### config.mk
export PLATFORM = sky130hd
export DESIGN_NAME = mem_lsu
export DESIGN_NICKNAME = d
export VERILOG_FILES = /design/src/rtl/mem_pkg.sv /design/src/rtl/mem_extend.sv /design/src/rtl/mem_lsu.sv
export SDC_FILE = /design/constraint.sdc
export NUM_CORES = 1
export LEC_CHECK = 0
export ABC_AREA = 1
export BUFFER_PORTS_ARGS = -buffer_cell sky130_fd_sc_hd__clkbuf_2
export CORE_MARGIN = 3
export CORE_UTILIZATION = 35
export DETAILED_ROUTE_END_ITERATION = 10
export SLEW_MARGIN = 0
export SYNTH_ARGS = -nofsm -noshare
export SYNTH_HDL_FRONTEND = slang
export SYNTH_HIERARCHICAL = 1
export SYNTH_SLANG_ARGS = --single-unit
### constraint.sdc
create_clock -name clk -period 4.6 [get_ports clk]
set_input_delay 0.23 -clock clk [delete_from_list [all_inputs] [get_ports clk]]
set_output_delay 0.23 -clock clk [all_outputs]
set_load 0.005 [all_outputs]
### src/rtl/mem_pkg.sv
// Shared definitions for the load/store unit: address width, access size codes,
// FSM state encoding and the alignment rule.
package mem_pkg;

  localparam int MEM_AW = 10;

  localparam logic [1:0] SZ_BYTE = 2'b00;
  localparam logic [1:0] SZ_HALF = 2'b01;
  localparam logic [1:0] SZ_WORD = 2'b10;

  typedef enum logic [1:0] {
    IDLE    = 2'd0,
    ACCESS  = 2'd1,
    CAPTURE = 2'd2,
    RESP    = 2'd3
  } lsu_state_t;

  // Size 2'b11 is not a legal access, so it is reported the same way as a misalignment.
  function automatic logic is_misaligned(input logic [1:0] size, input logic [1:0] addr_lo);
    logic bad;
    case (size)
      SZ_BYTE: bad = 1'b0;
      SZ_HALF: bad = addr_lo[0];
      SZ_WORD: bad = (addr_lo != 2'b00);
      default: bad = 1'b1;
    endcase
    return bad;
  endfunction

endpackage

### src/rtl/mem_extend.sv
// Right-justified load data extension: selects the byte/half/word field and
// zero- or sign-extends it to 32 bits.
module mem_extend
  import mem_pkg::*;
(
  input  logic [1:0]  size,
  input  logic        is_unsigned,
  input  logic [31:0] din,
  output logic [31:0] dout
);

  logic fill;

  always_comb begin
    fill = 1'b0;
    dout = din;
    case (size)
      SZ_BYTE: begin
        fill = ~is_unsigned & din[7];
        dout = {{24{fill}}, din[7:0]};
      end
      SZ_HALF: begin
        fill = ~is_unsigned & din[15];
        dout = {{16{fill}}, din[15:0]};
      end
      default: dout = din;
    endcase
  end

endmodule

### src/rtl/mem_lsu.sv
// Single-outstanding load/store unit between the pipeline and a data memory with
// a one-cycle registered read port.
module mem_lsu
  import mem_pkg::*;
(
  input  logic              clk,
  input  logic              rst,
  input  logic              req_valid,
  output logic              req_ready,
  input  logic              req_we,
  input  logic [1:0]        req_size,
  input  logic              req_unsigned,
  input  logic [MEM_AW-1:0] req_addr,
  input  logic [31:0]       req_wdata,
  output logic              rsp_valid,
  input  logic              rsp_ready,
  output logic [31:0]       rsp_rdata,
  output logic              rsp_err,
  output logic              mem_wena,
  output logic              mem_ba,
  output logic              mem_ha,
  output logic              mem_ua,
  output logic [MEM_AW-1:0] mem_addr,
  output logic [31:0]       mem_din,
  input  logic [31:0]       mem_dout
);

  lsu_state_t        state_q, state_d;
  logic              we_q, we_d;
  logic [1:0]        size_q, size_d;
  logic              uns_q, uns_d;
  logic [MEM_AW-1:0] addr_q, addr_d;
  logic [31:0]       wdata_q, wdata_d;
  logic [31:0]       rdata_q, rdata_d;
  logic              err_q, err_d;
  logic [31:0]       ext_data;
  logic              req_bad;

  mem_extend u_extend (
    .size        (size_q),
    .is_unsigned (uns_q),
    .din         (mem_dout),
    .dout        (ext_data)
  );

  assign req_bad = is_misaligned(req_size, req_addr[1:0]);

  always_comb begin
    state_d = state_q;
    we_d    = we_q;
    size_d  = size_q;
    uns_d   = uns_q;
    addr_d  = addr_q;
    wdata_d = wdata_q;
    rdata_d = rdata_q;
    err_d   = err_q;
    case (state_q)
      IDLE: begin
        if (req_valid) begin
          we_d    = req_we;
          size_d  = req_size;
          uns_d   = req_unsigned;
          addr_d  = req_addr;
          wdata_d = req_wdata;
          // Clearing here leaves stores and errors reporting zero data.
          rdata_d = 32'd0;
          err_d   = req_bad;
          state_d = req_bad ? RESP : ACCESS;
        end
      end
      ACCESS:  state_d = we_q ? RESP : CAPTURE;
      CAPTURE: begin
        rdata_d = ext_data;
        state_d = RESP;
      end
      RESP: begin
        if (rsp_ready) state_d = IDLE;
      end
      default: state_d = IDLE;
    endcase
  end

  always_ff @(posedge clk or posedge rst) begin
    if (rst) begin
      state_q <= IDLE;
      we_q    <= 1'b0;
      size_q  <= SZ_BYTE;
      uns_q   <= 1'b0;
      addr_q  <= '0;
      wdata_q <= 32'd0;
      rdata_q <= 32'd0;
      err_q   <= 1'b0;
    end else begin
      state_q <= state_d;
      we_q    <= we_d;
      size_q  <= size_d;
      uns_q   <= uns_d;
      addr_q  <= addr_d;
      wdata_q <= wdata_d;
      rdata_q <= rdata_d;
      err_q   <= err_d;
    end
  end

  // Strobes decode straight from the state flop so a reset kills a write at once.
  assign req_ready = (state_q == IDLE);
  assign rsp_valid = (state_q == RESP);
  assign rsp_rdata = rdata_q;
  assign rsp_err   = err_q;
  assign mem_wena  = (state_q == ACCESS) & we_q;
  assign mem_ba    = (state_q == ACCESS) & (size_q == SZ_BYTE);
  assign mem_ha    = (state_q == ACCESS) & (size_q == SZ_HALF);
  assign mem_ua    = (state_q == ACCESS) & uns_q;
  assign mem_addr  = addr_q;
  assign mem_din   = wdata_q;

endmodule

# After elaboration in Yosys (flattened, before gate mapping)
# Cells that the tools add are included.
word_totals:
  romBits: 0
  output_inout_bits: 81
  register_bits: 81
  wordCells: 40
  ram_bits: 0
  mem_count: 0
  input_bits: 82
  latch_bits: 0
op_classes:
  n_eq_ne: 8
  add_sub_neg: 0
  order_cmp: 0
  n_mul: 0
  bitwise: 7
  muxes: 9
  n_div: 0
  n_reduce_logical: 8
  shifts: 0
op_table:
  columns: ["operator", "count"]
  rows:
  - ["$pmux 32 s2", 2]
  - ["$mux 32", 1]
  - ["$pmux 2 s4", 1]
  - ["$and 1x1->1", 6]
  - ["$eq 2x1->1 const B", 3]
  - ["$eq 2x2->1 const B", 3]
  - ["$logic_not 2->1", 3]
  - ["$mux 2", 3]
  - ["$reduce_and 2->1", 3]
  - ["$reduce_bool 2->1", 2]
  - ["$pmux 1 s3", 1]
  - ["$ne 2x1->1 const B", 1]
  - ["$ne 2x2->1 const B", 1]
  - ["$mux 1", 1]
  - ["$not 1->1", 1]

# Logic depth before layout (Yosys ltp)
logic_depth:
  word_depth: 5
  mapped_depth: 8
  ltp_nobuf: 7

# By module
# Netlist, hierarchy kept.
modules_own_cells:
  columns: ["module", "n_inst", "area_each_um2", "seq_area_each_um2", "cells_per_inst"]
  rows:
  - ["mem_lsu", 1, 3369.5, 2026.9, 379]
  - ["mem_extend", 1, 404.1, 0.0, 71]

# Worst setup path after synthesis
# Ideal clock, no wire load.
synth_timing:
  path_type: "register to register"
  from: "register state_q[1]"
  to: "register wdata_q[0], in the netlist mem_din[0]"
  stages_incl_launch_ff: 7
  path_slack_ns: 3.266
  synth_period_minus_slack_ns: 1.334
  t_arrival_ns: 1.269
  path_cell_list: "dfrtp_1 > inv_1 > ha_1 > buf_2 > buf_2 > nand3_1 > nand2_1"
synth_via:
  elab_chain_len: 2
synth_lines:
  columns: ["item", "line_no", "text"]
  rows:
  - ["from (decl)", "mem_lsu.sv:28", "lsu_state_t state_q, state_d;"]
  - ["from (signal assigned)", "mem_lsu.sv:94", "state_q <= state_d;"]
  - ["$logic_not 2->1", null, null]
  - ["named net req_ready", "mem_lsu.sv:9", "output logic req_ready,"]
  - ["$reduce_and 2->1 (no source line)", null, null]
  - ["to (signal assigned)", "mem_lsu.sv:99", "wdata_q <= wdata_d;"]
  - ["to (decl)", "mem_lsu.sv:33", "logic [31:0] wdata_q, wdata_d;"]
# The timed path passes the listed nets, and every way through them passes these cells.
# A chain may end at the register's enable or synchronous reset.

# Worst setup path after layout
layout_timing:
  from: "register state_q[1]"
  to: "register rdata_q[6], in the netlist rsp_rdata[6]"
layout_via:
  elab_chain_len: 3
layout_lines:
  columns: ["item", "line_no", "text"]
  rows:
  - ["$eq 2x2->1 or $logic_not 2->1 (tied branches)", "mem_lsu.sv:57", "case (state_q)"]
  - ["$reduce_bool 2->1 (no source line) or $ne 2x2->1 (tied branches)", null, null]
  - ["$reduce_and 2->1 (no source line)", null, null]
  - ["to (signal assigned)", "mem_lsu.sv:100", "rdata_q <= rdata_d;"]
  - ["to (decl)", "mem_lsu.sv:34", "logic [31:0] rdata_q, rdata_d;"]
# Parallel ways exist; a longest one is shown, timed or not.

==> implementation parameters <==
Parameter                              Value

Run status
  Result of the run    finished, final reports clean

Detailed routing
  Average wire per cell in the routed design    13.75 um
  Wire length after detailed routing    ~10000 um
  DRC    0
  Overall via count from detail_route    3413
  DRT iter0 DRCs    240
  Antenna violation net count after detailed routing    0
  Count of TritonRoute iterations in the first routing pass    4
  Vias/cell    4.701

Clock tree
  CTS clock-pin slew for the worst setup and hold paths    around 0.08 ns
  Maximum level of the CTS H-tree    3
  Clk buf depth    2
  Clock latency reported for the late side of the worst-skew pair    0.36 ns
  Root buffer cell    sky130_fd_sc_hd__clkbuf_8
  TritonCTS clock tree    yes
  Inserted Clock Buffers    9
  Post-CTS setup buffer count    0
  Number of sinks driven by the clock tree    81

Global route
  Global-route wire length before repair    ~16000 um
  Pin count of the biggest net entering global routing    52
  Remaining global-route overflow    0
  Number of antenna violations at the first check in global routing    0
  Number of global-route vias before repair    3272
  GRT Resource Usage Total    about 17%

Logic synthesis
  Number of library cell types mapped by synthesis    21
  Cell type with the highest aggregate area in the netlist    sky130_fd_sc_hd__dfrtp_1
  Post-Synthesis Cells    450
  Sequential-to-total area share from yosys stat    between 50% and 60%
  Synth warn    6
  Fraction of synthesized cell area taken by the top area cell type    53.71%
  Number of synthesized flops with an enable pin    0
  Number of nets produced by synthesis    536
  Async S/R FF share, synth    100.0%
  Number of storage elements in the synthesis netlist    81
  Netlist area before placement    3774 um^2
  Most instantiated flip-flop cell in the synthesis netlist    sky130_fd_sc_hd__dfrtp_1
  Average cell area after synthesis    8.386 um^2
  Largest cells by area after synthesis    sky130_fd_sc_hd__dfrtp_1, sky130_fd_sc_hd__nand2_1, sky130_fd_sc_hd__nand3_1, sky130_fd_sc_hd__o21ai_1, sky130_fd_sc_hd__inv_1

Timing
  Share of the cycle needed by the critical path after routing    62.83%
  Post-layout min period    2.890 ns
  Post-route clock skew    0.01136 ns
  Worst slew margin relative to its limit    18.84%
  Hold violation total from the final report    0
  Sum Neg Setup Slack    0 ns
  Slew at the pin closest to its max-slew limit    1.217 ns
  Final max-slew violation count    0
  Setup repair after global routing missed its margin    false
  Setup-violating endpoint count in the final report    0
  Max frequency    roughly 0.35 GHz

Power and ir drop
  Reported leakage power    ~0.0027 uW
  Final Power    3074 uW
  Worst ir drop on vdd    0.0002416 V
  Power density normalized to cell area    648.0 nW/um^2

Finish
  Antenna cells    0
  Signed area change from the synthesized netlist to the final layout    25.73%
  Most common cell after layout, fill and taps aside    sky130_fd_sc_hd__clkbuf_2
  Proportion of layout cells with a drive suffix above 1    32.37%
  Number of filler instances in the final layout    1078
  Area occupied by multi-input gates    1328 um^2
  Nets    ~670
  Leading cell types in the layout, fill and taps excluded    sky130_fd_sc_hd__clkbuf_2, sky130_fd_sc_hd__nand2_1, sky130_fd_sc_hd__nand3_1
  FF/Latch Area    slightly above 2000 um^2

Die
  Core Footprint    10420 um^2
  I/O pin count    163
  Vert. Die Dim    109.8 um
  Die area    12060 um^2
  Initial standard-cell utilization of the core    a little over a third
  X dimension of the die    109.8 um
  Floorplan row count    37

Hold path
  Worst min-delay path class    in -> reg
  Critical hold path startpoint    req_wdata[14]

Worst setup path
  Data required time of the worst path    4.87 ns
  Critical Setup Path Class    reg -> reg
  Worst setup EP type    flip-flop
  Data arrival, critical path    3.16 ns
  Launch point of the worst reg-to-reg path    state_q[1]$_DFFE_PP0P_
  Maximum fanout along the worst path    51
  Origin of the worst setup path    state_q[1]$_DFFE_PP0P_
  Kind of launch point of the worst setup path    flip-flop

Placement
  Routability congestion estimate    0.7739
  Post-detailed-placement half-perimeter wirelength    6706 um
  Number of buffers added on ports    between 150 and 200

Flow run
  Max Cap Viol    0
==> layer usage <==
metal	share of wire (%)	up-vias	GRT usage (%)
li1	-	1686	-
met5	0	-	0
met1	44	1570	22.80
met2	44	145	25.74
met3	10	12	6.694
met4	1.7	0	5.610
==> stage by stage <==
step | utilization (%) | std cells | instance area, um^2 | worst slack, ns | hold slack [ns]
floorplan | - | 450 | 3774 | 2.290 | 0.3627
global placement | 43.33 | 709 | 4513 | 1.842 | 0.3030
detailed placement | 43.33 | 709 | 4513 | 1.738 | 0.3061
CTS | 45.55 | 726 | 4745 | 1.711 | 0.06623
global route | 45.55 | 726 | 4745 | 1.376 | 0.06643
finish | 45.55 | 726 | 4745 | 1.710 | 0.08336
==> critical path: stages, from the launching register on <==
cell,delay (ns)
sky130_fd_sc_hd__dfrtp_1,0.42
sky130_fd_sc_hd__inv_1,0.12
sky130_fd_sc_hd__ha_2,0.86
sky130_fd_sc_hd__nand2_2,0.64
sky130_fd_sc_hd__o21a_2,0.53
sky130_fd_sc_hd__o21ai_1,0.22
==> kinds of logic after synthesis <==
family                   count (synthesis)  synth area share (%)
buffers and inverters                   85                 11.24
AND/OR/NAND/NOR                        234                 27.52
adder cells (fa/ha/maj)                  4                 1.326
AO/OA/AOI/OAI                           46                 6.200
flip-flops                              81                 53.71
==> sequential cells by signal, indices dropped and copies added (netlist names) <==
name / cells
mem_addr: 10
mem_din: 32
rsp_err: 1
rsp_rdata: 32
size_q: 2
state_q: 2
uns_q: 1
we_q: 1
==> cell usage after synthesis (3+ instances only) <==
cell / instances
sky130_fd_sc_hd__dfrtp_1: 81
sky130_fd_sc_hd__nand2_2: 3
sky130_fd_sc_hd__o21ai_1: 36
sky130_fd_sc_hd__clkbuf_1: 10
sky130_fd_sc_hd__buf_6: 8
sky130_fd_sc_hd__inv_1: 43
sky130_fd_sc_hd__buf_4: 8
sky130_fd_sc_hd__ha_1: 4
sky130_fd_sc_hd__nand3_1: 90
sky130_fd_sc_hd__o21ai_0: 9
sky130_fd_sc_hd__nand2_1: 129
sky130_fd_sc_hd__nor2_1: 5
sky130_fd_sc_hd__buf_2: 12
==> area by class of cell <==
cell class	instances	share of cell area (%)
Sequential cell	81	42.72
Multi-Input combinational cell	284	27.98
Timing Repair Buffer	164	17.46
Inverter	45	3.586
Tap cell	136	3.586
Clock buffer	12	3.059
Clock inverter	4	1.609
==> path summary, 6_finish.rpt <==
path	endpoint	slack (ns)	cells after the start
max	rsp_rdata[6]$_DFFE_PP0P_	1.71	5
min	mem_din[14]$_DFFE_PP0P_	0.08	3
max reg2reg	rsp_rdata[6]$_DFFE_PP0P_	1.71	5
min reg2reg	mem_din[18]$_DFFE_PP0P_	0.47	2
max in group asynchronous	mem_addr[2]$_DFFE_PP0P_	3.14	4
min in group asynchronous	rsp_rdata[1]$_DFFE_PP0P_	0.45	3
==> where the power goes <==
part / internal [uW] / switching (uW) / total (uW)
registers: 1010 / 227 / 1240
logic: 501 / 744 / 1240
clock network: 322 / 266 / 589
total: 1840 / 1240 / 3070
==> timing repair <==
item | in CTS | in global routing
resized for setup | 0 | 0
endpoints found under the setup margin | 0 | 0
hold buffers | 1 | 0
endpoints found under the hold margin | 34 | 0
Note: power is estimated with default switching activity, not from simulation.
